File: src/rtl/trap_ctrl_pkg.sv
// Shared types and constants for the machine-mode trap sequencer.
// Holds the state encoding, the mcause codes, the mstatus bit positions
// and the record the cause encoder hands back to the top level.
package trap_ctrl_pkg;

    localparam int XLEN     = 64;
    localparam int MTIE_BIT = 7;

    localparam int MSTATUS_MIE    = 3;
    localparam int MSTATUS_MPIE   = 7;
    localparam int MSTATUS_MPP_LO = 11;
    localparam int MSTATUS_MPP_HI = 12;

    localparam logic [XLEN-1:0] CAUSE_ILLEGAL = 64'd2;
    localparam logic [XLEN-1:0] CAUSE_EBREAK  = 64'd3;
    localparam logic [XLEN-1:0] CAUSE_ECALL_M = 64'd11;
    localparam logic [XLEN-1:0] CAUSE_MTIMER  = {1'b1, 63'd7};

    typedef enum logic [1:0] {
        ST_IDLE  = 2'd0,
        ST_ENTER = 2'd1,
        ST_EXIT  = 2'd2,
        ST_REDIR = 2'd3
    } trap_state_e;

    typedef struct packed {
        logic            take;
        logic            is_irq;
        logic [XLEN-1:0] cause;
        logic [XLEN-1:0] tval;
    } trap_info_t;

endpackage

File: src/rtl/trap_ctrl_cause_enc.sv
// trap_cause_enc: combinational priority encoder for the commit-stage trap
// sources. The timer interrupt beats every exception; among exceptions the
// order is illegal > ebreak > ecall, and only the winner is reported.
module trap_cause_enc
    import trap_ctrl_pkg::*;
(
    input  logic            inst_valid,
    input  logic            ecall,
    input  logic            ebreak,
    input  logic            illegal,
    input  logic            timer_irq,
    input  logic            mie_mtie,
    input  logic            mstatus_mie,
    input  logic [XLEN-1:0] inst_pc,
    input  logic [31:0]     inst,
    output trap_info_t      info
);

    // Pick the highest-priority trap and the cause/tval it reports
    always_comb begin
        info = '0;
        if (inst_valid) begin
            if (timer_irq && mie_mtie && mstatus_mie) begin
                info.take   = 1'b1;
                info.is_irq = 1'b1;
                info.cause  = CAUSE_MTIMER;
            end else if (illegal) begin
                info.take  = 1'b1;
                info.cause = CAUSE_ILLEGAL;
                info.tval  = {32'b0, inst};
            end else if (ebreak) begin
                info.take  = 1'b1;
                info.cause = CAUSE_EBREAK;
                info.tval  = inst_pc;
            end else if (ecall) begin
                info.take  = 1'b1;
                info.cause = CAUSE_ECALL_M;
            end
        end
    end

endmodule

File: src/rtl/trap_ctrl.sv
// trap_ctrl: machine-mode trap sequencer between commit, csrfile and IF.
// Accepts a trap or mret in IDLE, writes the CSRs one cycle later and
// redirects fetch the cycle after that.
// Build option: define TRAP_VECTORED_EN to honour mtvec vectored mode for
// interrupts; otherwise mtvec[1:0] is ignored and the base is always used.
module trap_ctrl
    import trap_ctrl_pkg::*;
(
    input  logic            clk,
    input  logic            rst,
    input  logic            inst_valid,
    input  logic [XLEN-1:0] inst_pc,
    input  logic [31:0]     inst,
    input  logic            ecall,
    input  logic            ebreak,
    input  logic            illegal,
    input  logic            mret,
    input  logic            timer_irq,
    input  logic [XLEN-1:0] mstatus_rd_data,
    input  logic [XLEN-1:0] mie_rd_data,
    input  logic [XLEN-1:0] mtvec_rd_data,
    input  logic [XLEN-1:0] mepc_rd_data,
    output logic            excp_enter,
    output logic            excp_exit,
    output logic [XLEN-1:0] mstatus_wr_data,
    output logic [XLEN-1:0] mepc_wr_data,
    output logic [XLEN-1:0] mcause_wr_data,
    output logic [XLEN-1:0] mtval_wr_data,
    output logic            redirect_valid,
    output logic [XLEN-1:0] redirect_pc,
    output logic            trap_busy
);

    trap_state_e     state_q, state_d;
    logic [XLEN-1:0] pc_q, pc_d;
    logic [XLEN-1:0] cause_q, cause_d;
    logic [XLEN-1:0] tval_q, tval_d;
    logic            redir_exit_q, redir_exit_d;

    trap_info_t      info;
    logic            accept;
    logic [XLEN-1:0] trap_vector;
    logic            unused_bits;

    assign unused_bits = ^{mie_rd_data, mtvec_rd_data[1:0], info.is_irq};

    trap_cause_enc u_cause_enc (
        .inst_valid  (inst_valid),
        .ecall       (ecall),
        .ebreak      (ebreak),
        .illegal     (illegal),
        .timer_irq   (timer_irq),
        .mie_mtie    (mie_rd_data[MTIE_BIT]),
        .mstatus_mie (mstatus_rd_data[MSTATUS_MIE]),
        .inst_pc     (inst_pc),
        .inst        (inst),
        .info        (info)
    );

    // Something is accepted only in IDLE, either a trap or a plain mret
    assign accept = (state_q == ST_IDLE) && (info.take || (inst_valid && mret));

    // Trap target: base address, optionally offset by 4*cause for interrupts
    always_comb begin
        trap_vector = {mtvec_rd_data[XLEN-1:2], 2'b00};
`ifdef TRAP_VECTORED_EN
        if ((mtvec_rd_data[1:0] == 2'b01) && cause_q[XLEN-1]) begin
            trap_vector = {mtvec_rd_data[XLEN-1:2], 2'b00} + {cause_q[XLEN-3:0], 2'b00};
        end
`endif
    end

    // Next-state logic and capture of the accepted trap's pc/cause/tval
    always_comb begin
        state_d      = state_q;
        pc_d         = pc_q;
        cause_d      = cause_q;
        tval_d       = tval_q;
        redir_exit_d = redir_exit_q;
        case (state_q)
            ST_IDLE: begin
                if (info.take) begin
                    pc_d    = inst_pc;
                    cause_d = info.cause;
                    tval_d  = info.tval;
                    state_d = ST_ENTER;
                end else if (inst_valid && mret) begin
                    state_d = ST_EXIT;
                end
            end
            ST_ENTER: begin
                redir_exit_d = 1'b0;
                state_d      = ST_REDIR;
            end
            ST_EXIT: begin
                redir_exit_d = 1'b1;
                state_d      = ST_REDIR;
            end
            ST_REDIR: state_d = ST_IDLE;
            default:  state_d = ST_IDLE;
        endcase
    end

    // State and trap-record registers with synchronous reset
    always_ff @(posedge clk) begin
        if (rst) begin
            state_q      <= ST_IDLE;
            pc_q         <= '0;
            cause_q      <= '0;
            tval_q       <= '0;
            redir_exit_q <= 1'b0;
        end else begin
            state_q      <= state_d;
            pc_q         <= pc_d;
            cause_q      <= cause_d;
            tval_q       <= tval_d;
            redir_exit_q <= redir_exit_d;
        end
    end

    // Pulses and data buses; everything is zero outside its pulse and in reset
    always_comb begin
        excp_enter      = 1'b0;
        excp_exit       = 1'b0;
        mstatus_wr_data = '0;
        mepc_wr_data    = '0;
        mcause_wr_data  = '0;
        mtval_wr_data   = '0;
        redirect_valid  = 1'b0;
        redirect_pc     = '0;
        trap_busy       = 1'b0;
        if (!rst) begin
            trap_busy = accept || (state_q != ST_IDLE);
            case (state_q)
                ST_ENTER: begin
                    excp_enter      = 1'b1;
                    mstatus_wr_data = mstatus_rd_data;
                    mstatus_wr_data[MSTATUS_MPIE] = mstatus_rd_data[MSTATUS_MIE];
                    mstatus_wr_data[MSTATUS_MIE]  = 1'b0;
                    mstatus_wr_data[MSTATUS_MPP_HI:MSTATUS_MPP_LO] = 2'b11;
                    mepc_wr_data    = pc_q & ~64'h3;
                    mcause_wr_data  = cause_q;
                    mtval_wr_data   = tval_q;
                end
                ST_EXIT: begin
                    excp_exit       = 1'b1;
                    mstatus_wr_data = mstatus_rd_data;
                    mstatus_wr_data[MSTATUS_MIE]  = mstatus_rd_data[MSTATUS_MPIE];
                    mstatus_wr_data[MSTATUS_MPIE] = 1'b1;
                    mstatus_wr_data[MSTATUS_MPP_HI:MSTATUS_MPP_LO] = 2'b11;
                end
                ST_REDIR: begin
                    redirect_valid = 1'b1;
                    redirect_pc    = redir_exit_q ? mepc_rd_data : trap_vector;
                end
                default: ;
            endcase
        end
    end

endmodule

File: config.mk
export PLATFORM = sky130hd
export DESIGN_NAME = trap_ctrl
export DESIGN_NICKNAME = d
export VERILOG_FILES = /design/src/rtl/trap_ctrl_pkg.sv /design/src/rtl/trap_ctrl_cause_enc.sv /design/src/rtl/trap_ctrl.sv
export SDC_FILE = /design/constraint.sdc
export NUM_CORES = 1
export LEC_CHECK = 0
export CAP_MARGIN = 40
export CORE_AREA = 2 2 265 267
export DETAILED_ROUTE_END_ITERATION = 6
export DIE_AREA = 0 0 267 269
export DONT_BUFFER_PORTS = 1
export PLACE_DENSITY = 0.36
export RECOVER_POWER = 50
export SYNTH_ARGS = -nofsm -noshare
export SYNTH_HDL_FRONTEND = slang
export SYNTH_SLANG_ARGS = --single-unit
File: constraint.sdc
create_clock -name clk -period 4.8 [get_ports clk]
set_input_delay 0.96 -clock clk [delete_from_list [all_inputs] [get_ports clk]]
set_output_delay 0.96 -clock clk [all_outputs]
set_load 0.02 [all_outputs]
==> flow_metrics.py <==
metrics = {
    "run_status": {
        "status": "complete, but fails checks",
        "failed_checks": "max-capacitance violations, max-slew violations",
    },
    "yosys": {
        "synthSimpleGateAreaFrac_pct": 34.9,
        "yosys_warnings": 0,
        "synth_xor_area_share_pct": 0,
        "synth_compound_area_share_pct": 8.41,
        "netlist_area_um2": 9250,
        "synth.distinct_cells": 36,
        "yosys_register_bits": 133,
        "synth.area.mux_share_pct": 17.0,
        "synth_edf_count": 0,
        "syn_area_per_cell_um2": 8.70,
        "synth_top_family_by_area": "simple AND/OR/NAND/NOR gates",
        "synth_fa_ha_area_share_pct": 0.541,
        "synth_cells": 1064,
        "ys.flop_type": "dfxtp_1",
        "seq_area_frac_synth_pct": 28.8,
        "synth-async-reset-ratio_pct": 0,
    },
    "grt": {
        "grt_overflow": 0,
        "track_usage_pct": 11.8,
        "antenna_found_initial": 12,
        "grt_pass1_wl_um": 57500,
        "grt_pass1_vias": 6947,
        "grt_max_degree": 233,
    },
    "die": {
        "num_rows": 97,
        "die_y_um": 269,
        "die_area_um2": 71800,
        "core_area_um2": 69300,
        "io_pins": 684,
        "die-width_um": 267,
        "start_util_pct": 13.4,
    },
    "sta": {
        "fin_worst_skew_ps": 9.89,
        "grt_setup_unrepaired": "false",
        "tns_ps": 0,
        "slew_violations": 76,
        "finalCriticalPeriod_ps": 3990,
        "tightest_slew_ps": 2290,
        "max_slew_margin_pct": -52.6,
        "finalCritPeriodShare_pct": 83.1,
        "timing_hold_violations_final": 0,
        "report.final.setup_viol": 0,
        "fmax_ghz": 0.251,
    },
    "worst_setup_path": {
        "cp_slowest_stage_delay_ps": 1220,
        "r2r-start": "state_q[1]",
        "regToRegSetupSlack_ps": 2280,
        "reg2regPathDepth": 7,
        "worstPathMaxFanout": 232,
        "start_kind": "input port",
        "cp_top_family": "buffers and inverters",
        "worstPathArrival_ps": 3030,
        "cpMaxStageDelayCell": "clkbuf_1",
        "crit_required_ps": 3840,
        "path_cells": "nor2b_4 -> clkbuf_1 -> and2_0",
        "cp-end-kind": "output port",
        "critPathKind": "input port to output port",
        "worst-path-buf-inv": 1,
        "reg2reg_to": "pc_q[8]",
    },
    "power": {
        "ir_worst_vdd_mv": 0.185,
        "powerDensity_nw_per_um2": 306,
        "power_leakage_nw": 3.81,
    },
    "routing": {
        "wl_per_cell_um": 22.7,
        "drc_errors": 0,
        "drt_pre_antenna_iters": 6,
        "via_per_inst": 3.66,
        "antenna_left": 0,
        "drt_wl_total_um": 44700,
        "drt_iter0_drc": 461,
        "vias": 7227,
    },
    "placement": {
        "io_buffers": 0,
        "hpwl_um": 35400,
        "gp_congestion": 0.895,
        "placed_cells": 1938,
    },
    "clocking": {
        "clock_sinks": 133,
        "cts_tree": "built",
        "clk_pin_slew_ps": 70,
        "cts_buffer_depth": 2,
        "numCtsBuffers": 17,
        "post-cts-setup-buffers": 0,
        "cts_root_buf": "clkbuf_16",
        "holdBufCountCts": 0,
        "cts_htree_levels": 4,
        "cts_resized": 0,
        "insertion_delay_ps": 460,
    },
    "hold_path": {
        "whs_endpoint": "cause_q[1]",
        "hold_start": "cause_q[1]",
        "hold_depth": 2,
        "hold_path.class": "flip-flop to flip-flop",
    },
    "cells_and_area": {
        "nNetsFinal": 1381,
        "mostFrequentLayoutCell": "nand2b_1",
        "syn_to_final_growth_pct": 12.3,
        "fill_cells": 7938,
        "drive_above_1_share_pct": 6.33,
        "instances_no_fill": 1973,
        "final_cell_mix": "nand2b_1 (189), mux2i_1 (157), and2_1 (137)",
    },
    "run": {
        "drv_cap": 2,
    },
}
logic make-up after synthesis:
group / count (synthesis)
and+or+nand+nor: 523
buffers and inverters: 165
muxes: 157
DFF: 133
AOI/OAI and AO/OA: 81
adders and majority gates: 4
other: 1
synth_stat cells (2+ instances only):
| library cell | count | area [um^2] |
|---|---|---|
| buf_6 | 8 | 90.1 |
| clkbuf_1 | 62 | 233 |
| and3b_1 | 30 | 263 |
| mux2i_1 | 157 | 1570 |
| dfxtp_1 | 133 | 2660 |
| a31oi_1 | 2 | 12.5 |
| and3_1 | 2 | 12.5 |
| nand3b_1 | 32 | 240 |
| inv_1 | 7 | 26.3 |
| nor2b_1 | 4 | 25.0 |
| a21oi_1 | 37 | 185 |
| buf_2 | 22 | 110 |
| nor2_1 | 65 | 244 |
| buf_4 | 66 | 495 |
| o21a_1 | 2 | 15.0 |
| nor3_1 | 2 | 10.0 |
| ha_1 | 4 | 50.1 |
| a21o_1 | 2 | 15.0 |
| a22oi_1 | 2 | 15.0 |
| o32ai_2 | 30 | 488 |
| and2_1 | 191 | 1190 |
| o32ai_1 | 2 | 17.5 |
| nand2b_1 | 189 | 1180 |
worst max path at each step:
stage,slack (ps),cells after the start,to,from
2_1_floorplan,1730,5,mcause_wr_data[63],rst
3_3_place_gp,1220,4,mstatus_wr_data[27],rst
3_5_place_dp,1150,4,mstatus_wr_data[34],rst
4_1_cts,830,6,mstatus_wr_data[34],state_q[1]
5_1_grt,640,5,mtval_wr_data[20],state_q[1]
6_report,810,3,mepc_wr_data[15],rst
state kept, by name, indices dropped and copies added (netlist names):
| signal | count |
|---|---|
| redir_exit_q | 1 |
| pc_q | 62 |
| tval_q | 64 |
| state_q | 2 |
| cause_q | 4 |
report_power, final:
part | total, mW | switching [mW] | internal [mW]
sequential | 1.23 | 0.0463 | 1.19
clock | 1.31 | 0.565 | 0.742
combinational | 0.642 | 0.416 | 0.226
total | 3.18 | 1.03 | 2.15
stage by stage:
stage / hold slack, ps / total power [mW] / cell area [um^2] / utilization (%) / setup WS [ps]
3_3_place_gp: 445 / 1.92 / 9980 / 14.4 / 1220
6_report: 437 / 3.18 / 10400 / 15.0 / 810
3_5_place_dp: 429 / 1.94 / 10100 / 14.5 / 1150
2_1_floorplan: 421 / 1.82 / 9480 / - / 1730
4_1_cts: 443 / 3.30 / 10600 / 15.3 / 825
5_1_grt: 468 / 3.34 / 10400 / 15.0 / 643
final cells by class:
cell class	instances	area, um^2	share of cell area [%]
diodes	6	15.0	0.145
repair buffers	32	285	2.75
well taps	940	1180	11.3
inverters	7	26.3	0.253
clock inverters	8	78.8	0.759
clock buffers	21	470	4.53
multi-input cells	826	5670	54.6
flip-flops and latches	133	2670	25.7
tightest hold or removal path, cell delays in order (launching register included):
cell	delay, ps
dfxtp_1	310
inv_1	40
a21oi_1	50
metal layers:
layer / vias to the layer above / track usage [%] / wire length (um)
met1: 3484 / 12.6 / 16800
met5: - / 0 / 37
met4: 6 / 7.67 / 2800
li1: 3297 / - / -
met3: 71 / 4.13 / 3080
met2: 369 / 19.8 / 22000
(Power assumes the default switching activity.)
==> RTL edit 1 (config.mk and constraints unchanged) <==
Make the reset (`rst`) asynchronous in one clocked block. Comments in the files are not updated.
--- a/src/rtl/trap_ctrl.sv
+++ b/src/rtl/trap_ctrl.sv
@@ -102,7 +102,7 @@
     end
 
     // State and trap-record registers with synchronous reset
-    always_ff @(posedge clk) begin
+    always_ff @(posedge clk or posedge rst) begin
         if (rst) begin
             state_q      <= ST_IDLE;
             pc_q         <= '0;
Check against the original RTL: same outputs for any inputs over 4 cycles, from zero or initial values and one cycle with rst high; that may be too few to reach the edited logic, so the function may still have changed.
==> RTL edit 1 against the original RTL <==
The flow still finishes with violations (max-capacitance violations, max-slew violations). Critical path depth is 3 higher. Worst setup slack better by 0.29 ns. Wire length grew 3.7%. Sequential cell count unchanged. Synthesized area is 4.9% lower. Die area is the same. Design area shrank 4.5%. Critical path type is now reg2reg. Largest cell class unchanged.
Power is not compared: it rests on default switching activity, and its combinational part moved more than twofold at a synthesized area within 25%.
==> RTL edit 1: results (changes against the original RTL) <==
metric,value,unit,change
status,finished with violations,,unchanged
violated checks,"max-capacitance violations, max-slew violations",,unchanged
cts repair resizes,0,,unchanged
wire per inst,25.37,microns,was 22.65 microns
routed wire length,46360,microns,was 44690 microns
peak supply drop,0.1969,mV,
Worst R2R Setup Slack,1.10,ns,was 2.28 ns
Avg Inst Size Synth,9.659,sq um,was 8.696 sq um
filler cell count,7915,,was 7938
first-pass GRT wire length,59110,microns,was 57520 microns
synth cell count leaders,"192 x and2_1, 133 x dfrtp_1, 70 x mux2_4",,"was 191 x and2_1, 189 x nand2b_1, 157 x mux2i_1"
Worst-path clk slew,0.08,ns,
DP Cell Count,1791,,was 1938
period utilization,0.7717,,was 0.8312
pin count of the biggest net entering global routing,134,,was 233
Non-clock buffer share,0.01526,,was 0.02746
CP max stage delay,1.56,ns,was 1.22 ns
Iter 0 DRT Violations,387,,was 461
crit path DAT,4.05,ns,was 3.03 ns
biggest regs,"tval_q x64, pc_q x62, cause_q x4",,unchanged
Seq/total area,0.3359,,was 0.2567
detailed placer's ending HPWL,37610,microns,was 35420 microns
CP max stage cell,clkbuf_1,,unchanged
Longest Clk Path Bufs,2,,unchanged
predominant post-synthesis flop cell,dfrtp_1,,was dfxtp_1
vias in the first global route,6276,,was 6947
number of max-cap violations,3,,was 2
"Buffers, non-clock",16,,was 32
Num CTS Buffers,17,,unchanged
post-CTS setup buffers,0,,unchanged
relative slew slack,-0.5627,,was -0.5264
crit path max fanout,35,,was 232
Worst-Skew Late Latency,0.47,ns,
layout cells sized above 1,0.08844,,was 0.06329
"Seq/Total Area, Yosys",0.3782,,was 0.2878
top post-synthesis cells by area,"dfrtp_1 38%, and2_1 14%, mux2_4 12%",,"was dfxtp_1 29%, mux2i_1 17%, and2_1 13%"
drt first pass iters,4,,was 6
global-route usage over all layers,0.1234,,was 0.1179
hold crit path type,reg2reg,,unchanged
Mapped Cells,911,,was 1064
FFs & Latches,133,,unchanged
final hold slack,0.4572,ns,was 0.4372 ns
area taken by multi-input logic gates,4519,sq um,was 5669 sq um
Clock Tree Root,clkbuf_16,,unchanged
clk tree area frac,0.05916,,was 0.05288
"Cell Area, Placed",9613,sq um,was 10080 sq um
P&R area growth vs syn,12.71,%,was 12.27%
Clock Skews,0.02413,ns,was 0.009891 ns
clkbuf count,18,,was 21
Vias,6532,,was 7227
#MultiIn Comb,665,,was 826
# diodes,5,,was 6
gp weighted congestion,1.201,,was 0.8945
Yosys cell types,32,,was 36
fin nets,1234,,was 1381
fraction of registers with async set/reset,1.000,,was 0
Non-clk invs,37,,was 7
initial antenna violation count,19,,was 12
fin. max-slew vios,110,,was 76
dpl ws,1.376,ns,was 1.145 ns
RTL edit 1: changes by cell type after synthesis, moves of 14 or more:
| cell | change |
|---|---|
| dfxtp_1 | -133 |
| nand2_1 | +36 |
| mux2_2 | +20 |
| nand4_1 | +32 |
| mux2i_1 | -95 |
| inv_1 | +30 |
| mux2_4 | +70 |
| o21ai_0 | +32 |
| nand2b_1 | -188 |
| and3b_1 | -30 |
| buf_2 | -14 |
| o32ai_2 | -30 |
| dfrtp_1 | +133 |
RTL edit 1: worst reg2reg max path: stages, from the launching register on:
cell      delay [ns]
dfrtp_1         0.42
inv_1           0.09
ha_1            0.23
and2_2          0.18
o31a_1          0.61
clkbuf_1        1.56
mux2_2          0.47
RTL edit 1: metal layers:
layer / track usage / part of all wire
met4: 0.04449 / 0.029
met5: 0 / 0.0025
met1: 0.1499 / 0.42
met3: 0.04776 / 0.089
met2: 0.1979 / 0.46
RTL edit 1: path summary, 6_finish.rpt:
check / start / cells after the start / end
max in group asynchronous: rst / 2 / pc_q[27]
max reg2reg: state_q[0] / 6 / tval_q[4]
min reg2reg: cause_q[1] / 1 / cause_q[1]
max: state_q[0] / 6 / tval_q[4]
min in group asynchronous: rst / 2 / redir_exit_q
min: cause_q[1] / 1 / cause_q[1]
RTL edit 1: cells by family after synthesis:
kind of cell	after synthesis	share of synthesized area
AOI/OAI and AO/OA	79	0.04906
adders and majority gates	4	0.005688
buffers and inverters	173	0.1095
DFF	133	0.3782
muxes	157	0.2220
other	1	0.0004262
and+or+nand+nor	364	0.2352
RTL edit 1: where the power goes:
part           leakage, nW  total (mW)  internal [mW]  switching (mW)
clock                0.290        1.38          0.811           0.570
sequential            1.64        1.99           1.67           0.323
combinational         1.99        2.30          0.773            1.52
==> RTL edit 2 (same flow settings) <==
Without the edit above. `MSTATUS_MPP_LO`: 11 -> 10.
--- a/src/rtl/trap_ctrl_pkg.sv
+++ b/src/rtl/trap_ctrl_pkg.sv
@@ -8,7 +8,7 @@
 
     localparam int MSTATUS_MIE    = 3;
     localparam int MSTATUS_MPIE   = 7;
-    localparam int MSTATUS_MPP_LO = 11;
+    localparam int MSTATUS_MPP_LO = 10;
     localparam int MSTATUS_MPP_HI = 12;
 
     localparam logic [XLEN-1:0] CAUSE_ILLEGAL = 64'd2;
Formal check against the unedited RTL: not equivalent (Yosys sat finds a counterexample within 4 cycles, from zero or initial values and one cycle with rst high).
==> RTL edit 2 against the original RTL <==
The flow still finishes with violations (max-capacitance violations, max-slew violations). Clock skew decreased by 0.0032 ns. Utilization decreased by 0.22 points. Final cell count decreased by 0.86%. Power decreased by 2.6%. Synthesized area about the same. Design area decreased by 1.5%. Non-clock buffer count decreased by 18. Sequential share of layout area increased by 0.38 points. Wire length decreased by 21%. Sequential cell count unchanged. Global-route usage decreased by 2.5 points. Worst setup slack got worse by 0.29 ns.
==> RTL edit 2: results (changes against the original RTL) <==
metric,value,unit,change
synth cell count leaders,"190 x and2_1, 189 x nand2b_1, 157 x mux2i_1",,"was 191 x and2_1, 189 x nand2b_1, 157 x mux2i_1"
gp weighted congestion,0.8619,,was 0.8945
global-route usage over all layers,0.09262,,was 0.1179
vias per cell,3.597,,was 3.663
post-synthesis adder-cell area fraction,0.005408,,was 0.005409
Clock Skews,0.006661,ns,was 0.009891 ns
relative slew slack,-0.7658,,was -0.5264
detailed placer's ending HPWL,25910,microns,was 35420 microns
crit path DAT,3.32,ns,was 3.03 ns
Synth Area in Compound Gates,0.08409,,was 0.08411
crit path max fanout,233,,was 232
vias in the first global route,6663,,was 6947
CP max stage delay,1.20,ns,was 1.22 ns
Layout Cells excl Fill,1956,,was 1973
number of max-cap violations,3,,was 2
layout cells sized above 1,0.04748,,was 0.06329
Pleak,3.752,nW,was 3.811 nW
filler cell count,7899,,was 7938
status,finished with violations,,unchanged
fin. max-slew vios,104,,was 76
"Seq/Total Area, Yosys",0.2877,,was 0.2878
routed wire length,35530,microns,was 44690 microns
top post-synthesis cells by area,"dfxtp_1 29%, mux2i_1 17%, and2_1 13%",,unchanged
initial antenna violation count,10,,was 12
violated checks,"max-capacitance violations, max-slew violations",,unchanged
post-synthesis mux area share,0.1698,,about the same
drt first pass iters,5,,was 6
[RTL edit 2: cell type report]
type                            instances  area (sq um)  area share
Inverter                                7         26.28    0.002567
Tap cell                              940          1176      0.1149
Timing Repair Buffer                   14         145.1     0.01418
Clock inverter                          9         80.08    0.007823
Sequential cell                       133          2666      0.2605
Clock buffer                           22         464.2     0.04535
Antenna cell                            5         12.51    0.001222
Multi-Input combinational cell        826          5665      0.5535
[RTL edit 2: per-layer routing]
layer / part of all wire / up-vias / GRT usage
met5: 0.0012 / - / 0
met4: 0.025 / 8 / 0.03917
met3: 0.092 / 52 / 0.04374
met2: 0.45 / 301 / 0.1360
met1: 0.43 / 3401 / 0.1152
li1: - / 3273 / -
[RTL edit 2: logic make-up (layout without fill, tap and decap cells)]
group / Yosys count / after routing
DFF: 133 / 133
AOI/OAI and AO/OA: 81 / 81
and+or+nand+nor: 522 / 522
buffers and inverters: 166 / 52
other: 1 / 67
muxes: 157 / 157
adders and majority gates: 4 / 4
[RTL edit 2: power by group]
part / total, mW / switching [mW] / leakage, nW / internal [mW]
clock: 1.28 / 0.546 / 0.258 / 0.730
combinational: 0.594 / 0.377 / 2.41 / 0.217
sequential: 1.23 / 0.0421 / 1.09 / 1.19
total: 3.10 / 0.966 / 3.75 / 2.13
[RTL edit 2: worst max-delay path, delay by kind of cell]
family | cells | cell delay [ns]
simple gates | 2 | 1.67
buf+inv | 1 | 0.43
[RTL edit 2: through the flow]
step	utilization	cell area [sq um]	setup slack, ns
final	0.1477	10240	0.5180
after global routing	0.1476	10230	0.4822
after CTS	0.1511	10470	0.9788
after detailed placement	0.1432	9927	1.262
after global placement	0.1426	9879	1.285
after floorplan	-	9484	1.733
[RTL edit 2: final timing paths]
check	endpoint	slack, ns	cells past startpoint
setup / recovery	redirect_pc[0]	0.52	3
hold / removal	cause_q[1]	0.44	2
setup reg to reg	tval_q[18]	2.14	6
hold reg to reg	cause_q[1]	0.44	2
